`config.mk`:
```
export PLATFORM = sky130hd
export DESIGN_NAME = cache_debug_scanner
export DESIGN_NICKNAME = d
export VERILOG_FILES = /design/src/rtl/cache_debug_scanner.sv
export SDC_FILE = /design/constraint.sdc
export NUM_CORES = 1
export LEC_CHECK = 0
export ABC_AREA = 1
export CAP_MARGIN = 20
export CELL_PAD_IN_SITES_DETAIL_PLACEMENT = 0
export CELL_PAD_IN_SITES_GLOBAL_PLACEMENT = 2
export CORE_AREA = 2 2 124 126
export CTS_CLUSTER_SIZE = 10
export DETAILED_ROUTE_END_ITERATION = 10
export DIE_AREA = 0 0 126 128
export PLACE_DENSITY = 0.9
export RECOVER_POWER = 100
export SLEW_MARGIN = 20
export SYNTH_ARGS = -nofsm -noshare
export SYNTH_HDL_FRONTEND = slang
export SYNTH_SLANG_ARGS = --single-unit
export TNS_END_PERCENT = 50
```
`constraint.sdc`:
```
create_clock -name clk -period 2.7 [get_ports clk]
set_input_delay 0.54 -clock clk [delete_from_list [all_inputs] [get_ports clk]]
set_output_delay 0.54 -clock clk [all_outputs]
set_load 0.05 [all_outputs]
```
`src/rtl/cache_debug_scanner.sv`:
```
// Cache debug-port scanner: walks an index range over an Avalon-MM debug responder
// and streams status plus four data words per line as 5-word records.
//
// state | meaning
// IDLE  | waiting for start
// ADDR  | writing the line address to debug word 0
// READ  | reading status (sel=0) or data word sel-1
// PUSH  | presenting the captured word on the record stream
// NEXT  | end of line: finish the scan or advance the index
module cache_debug_scanner #(
    parameter int INDEX_BITS   = 12,
    parameter int INDEX_LSB    = 4,
    parameter int SKIP_INVALID = 0
) (
    input  logic                  clk,
    input  logic                  rst_n,
    input  logic                  start,
    input  logic                  abort,
    input  logic [INDEX_BITS-1:0] first_index,
    input  logic [INDEX_BITS-1:0] last_index,
    output logic                  busy,
    output logic                  done,
    output logic [2:0]            dbg_address,
    output logic                  dbg_read,
    output logic                  dbg_write,
    output logic [31:0]           dbg_writedata,
    input  logic                  dbg_waitrequest,
    input  logic [31:0]           dbg_readdata,
    output logic                  out_valid,
    output logic [31:0]           out_data,
    output logic                  out_last,
    input  logic                  out_ready
);
    typedef enum logic [2:0] {S_IDLE, S_ADDR, S_READ, S_PUSH, S_NEXT} state_t;

    state_t                state_q, state_d;
    logic [INDEX_BITS-1:0] idx_q, idx_d;
    logic [INDEX_BITS-1:0] last_q, last_d;
    logic [2:0]            sel_q, sel_d;
    logic [31:0]           hold_q;
    logic [31:0]           wdata_q;
    logic [2:0]            addr_q;
    logic                  busy_q, done_q, read_q, write_q, valid_q, olast_q, abort_q;
    logic                  abort_pend, rd_acc, wr_acc, skip_line;

    function automatic logic [31:0] line_word(input logic [INDEX_BITS-1:0] idx);
        logic [31:0] w;
        w = '0;
        w[INDEX_BITS-1:0] = idx;
        return w << INDEX_LSB;
    endfunction

    // sel 0 is the status word; sel 1..4 map onto data words at addresses 4..7
    function automatic logic [2:0] word_addr(input logic [2:0] sel);
        return (sel == 3'd0) ? 3'd0 : sel + 3'd3;
    endfunction

    assign rd_acc     = (state_q == S_READ) && !dbg_waitrequest;
    assign wr_acc     = (state_q == S_ADDR) && !dbg_waitrequest;
    assign abort_pend = abort_q | abort;
    assign skip_line  = (SKIP_INVALID != 0) && (sel_q == 3'd0) && (dbg_readdata[3:2] == 2'b00);

    always_comb begin
        state_d = state_q;
        idx_d   = idx_q;
        last_d  = last_q;
        sel_d   = sel_q;
        unique case (state_q)
            S_IDLE: begin
                if (start) begin
                    idx_d   = first_index;
                    last_d  = last_index;
                    state_d = S_ADDR;
                end
            end
            S_ADDR: begin
                if (wr_acc) begin
                    sel_d   = 3'd0;
                    state_d = abort_pend ? S_IDLE : S_READ;
                end
            end
            S_READ: begin
                if (rd_acc) begin
                    if (skip_line)       state_d = S_NEXT;
                    else if (abort_pend) state_d = S_IDLE;
                    else                 state_d = S_PUSH;
                end
            end
            S_PUSH: begin
                if (out_ready) begin
                    if (sel_q == 3'd4) begin
                        state_d = S_NEXT;
                    end else if (abort_pend) begin
                        state_d = S_IDLE;
                    end else begin
                        sel_d   = sel_q + 3'd1;
                        state_d = S_READ;
                    end
                end
            end
            S_NEXT: begin
                if (abort_pend || (idx_q == last_q)) begin
                    state_d = S_IDLE;
                end else begin
                    idx_d   = idx_q + 1'b1;
                    state_d = S_ADDR;
                end
            end
            default: state_d = S_IDLE;
        endcase
    end

    // Outputs are registered from the next state so strobes/data hold while stalled.
    always_ff @(posedge clk or negedge rst_n) begin
        if (!rst_n) begin
            state_q <= S_IDLE;
            idx_q   <= '0;
            last_q  <= '0;
            sel_q   <= '0;
            hold_q  <= '0;
            wdata_q <= '0;
            addr_q  <= '0;
            busy_q  <= 1'b0;
            done_q  <= 1'b0;
            read_q  <= 1'b0;
            write_q <= 1'b0;
            valid_q <= 1'b0;
            olast_q <= 1'b0;
            abort_q <= 1'b0;
        end else begin
            state_q <= state_d;
            idx_q   <= idx_d;
            last_q  <= last_d;
            sel_q   <= sel_d;
            if (rd_acc) hold_q <= dbg_readdata;
            busy_q  <= (state_d != S_IDLE);
            done_q  <= (state_q != S_IDLE) && (state_d == S_IDLE);
            write_q <= (state_d == S_ADDR);
            wdata_q <= (state_d == S_ADDR) ? line_word(idx_d) : 32'd0;
            read_q  <= (state_d == S_READ);
            addr_q  <= (state_d == S_READ) ? word_addr(sel_d) : 3'd0;
            valid_q <= (state_d == S_PUSH);
            olast_q <= (state_d == S_PUSH) && (sel_d == 3'd4);
            abort_q <= (state_d == S_IDLE) ? 1'b0 : (abort_q | (abort && busy_q));
        end
    end

    assign busy          = busy_q;
    assign done          = done_q;
    assign dbg_address   = addr_q;
    assign dbg_read      = read_q;
    assign dbg_write     = write_q;
    assign dbg_writedata = wdata_q;
    assign out_valid     = valid_q;
    assign out_data      = hold_q;
    assign out_last      = olast_q;

endmodule
```
==> impl_results.md <==
* Routed Antenna Nets at 0
* Post-synth top flop: dfrtp_1
* Setup TNS at 0 ns
* Clock transition at the registers of the reported paths at 0.07 ns
* Hold WC Path Type: in -> async
* Worst slew pin tran at about 1.2 ns
* Placed Cells at 756
* Buffers & Inverters on Critical Path at 1
* Sequential-to-total area share from yosys stat at 49.9%
* Arr. time, crit path at ~1.6 ns
* Wire length on met2 at 5310 um
* Status: complete, no violations
* CTS resizes at 0
* DRT Wirelength at 10600 um
* Initial Utilization at 28.3%
* Distinct cells, synth at 34
* Final Max Tran Viols at 0
* Avg Cell Area, Syn at approximately 9.0 um2
* CTS Buf Count at 9
* Ports at 135
* Core area at 14900 um2
* Pleak at between 2 and 3 nW
* Crit-path max FO at 1
* Port Buf Inserts at 114
* H-tree depth at 3
* Clk buf depth at 2
* Cells after Synth at 468
* All-Layer GR Usage at 13.7%
* FF-to-FF setup slack at 0.58 ns
* Hold_ws at roughly 0.44 ns
* Yosys warnings at 0
* Hold_buf cts at 0
* Final clock skew at 0.00711 ns
* Std cell rows at 45
* DR vias at 3398
* Commonest non-fill, non-tap cells in the layout: nand2_1, dfrtp_1, clkdlybuf4s50_1, dlygate4sd3_1, a21oi_1
* Largest net degree at the start of global routing at 45
* Post-layout min period at ~2.2 ns
* Layout cell share with drive strength beyond 1 at about an eighth
* CTS Root Cell: clkbuf_16
* Routed len/inst at 13.7 um
* Die height at 128 um
* DP HPWL at 7910 um
* Iter 0 DRT Violations at roughly 180
* Vias in the first global route at 3592
* CTS sink cnt at 84
* VDD IR max at 0.746 mV
* Die Area at 16100 um2
* Top routing layer in use: met4
* Postcts setup bufs at 0
* GPL Wtd Cong at 0.795
* Max Cap Viol at 0
* Final cell count without fillers at 773
* Die W at around 130 um
* Clock Latency Late Sink at between 0.3 and 0.4 ns
* First-pass GRT wire length at 17600 um
* Max Freq at 464 MHz
* Number of synthesized register bits at 84
* Post-synth ARST share at 100%
* CP top delay family: buffers and inverters
* Crit end category: output pin
* Dpl cell area at 5450 um2
* Unrepaired setup endpoints after global routing: false
* Max incr delay on CP at 0.89 ns
* CTS tree: yes
* Cell Area, Synth at 4210 um2
* Commonest non-fill, non-tap cell in the layout: nand2_1
* Crit path kind: reg -> out
* Worst Path Required at 2.16 ns
* Metal-1 WL at 4400 um
* Pwr/cell area at 1240 nW/um2
* Endpoints failing hold at 0
* Drt first pass iters at 4
* Finished Cell Area at about 5700 um2
* Routed length on met3 at 721 um
* Fin crit share at 79.8%
* Final-stage net count at 644
* Post-synth EDFFs at 0
* P&R area growth vs syn at 36.3%
* Initial antenna violation count at 1
* Worst path slowest cell: dlygate4sd3_1
* Type of origin of the critical path: flip-flop
* Max_slew headroom at 19.5%
* Gr ovfl total at 0
* Worst path cell trace: dlygate4sd3_1
* Filler Cell Count at 1544
* Final setup fails at 0
* Drt drc at 0
* Vias per cell at 4.40
final timing paths:
kind / startpoint / end / depth (start not counted)
worst max register to register: idx_q[10] / dbg_address[1] / 11
worst max-delay path: dbg_writedata[4] / dbg_writedata[4] / 1
worst min-delay path: rst_n / last_q[11] / 1
worst min register to register: out_data[3] / out_data[3] / 1
max in group asynchronous: rst_n / out_data[11] / 2
min in group clk: out_data[3] / out_data[3] / 1
power breakdown:
group,switching [mW],internal (mW),total [mW],leakage (nW)
clock,0.542,0.733,1.28,0.153
sequential,0.410,1.81,2.22,1.06
combinational,2.44,1.20,3.63,1.50
logic make-up after synthesis:
| logic type | synth area share, % |
|---|---|
| flops | 49.9 |
| xor+xnor | 3.33 |
| other cells | 0.0891 |
| fa+ha+maj | 0.892 |
| compound gates | 6.57 |
| buf+inv | 9.42 |
| mux | 8.56 |
| simple gates | 21.2 |
layout make-up:
cell class | instances | area (um2) | area share (%)
antenna | 1 | 2.50 | 0.0436
clock buffer | 9 | 225 | 3.93
clock inverter | 7 | 81.3 | 1.42
inverter | 35 | 134 | 2.33
multi-input combinational | 329 | 1770 | 30.8
sequential | 84 | 2100 | 36.6
tap | 188 | 235 | 4.10
timing repair buffer | 120 | 1190 | 20.7
through the flow:
step	power, mW	setup slack, ns	utilization [%]
6_report	7.13	0.545	38.6
5_1_grt	7.61	0.310	38.6
4_1_cts	7.41	0.576	38.7
3_5_place_dp	6.08	0.448	36.7
3_3_place_gp	6.03	0.494	36.7
2_1_floorplan	4.91	1.14	-
sequential cells by signal (all words and copies together), names as in the netlist, 3 cells and up:
register / flops
state_q: 3
sel_q: 3
out_data: 32
last_q: 12
idx_q: 12
dbg_address: 3
dbg_writedata: 12
cells in the mapped netlist, types with 2 or more instances:
library cell	n	area share, %
inv_2	11	0.98
buf_6	4	1.1
xor2_1	7	1.5
ha_1	3	0.89
o21ai_1	2	0.24
o21ai_0	7	0.83
buf_2	9	1.1
inv_1	23	2.1
nand2_2	6	0.89
a21oi_1	35	4.2
nand3b_1	2	0.36
nand2_1	142	13
o21ai_2	2	0.42
clkbuf_1	6	0.54
a21oi_2	2	0.42
nand4_1	3	0.45
mux2_2	32	8.6
nand3_1	22	2.6
xnor2_1	9	1.9
buf_4	20	3.6
nor3_1	3	0.36
dfrtp_1	84	50
nor2_2	2	0.30
nor2_1	22	2.0
metal layers:
metal,vias up,GRT usage (%)
met2,89,23.9
met5,-,0
met4,0,4.72
met1,1623,15.5
li1,1675,-
met3,11,5.22
(Power assumes the default switching activity.)
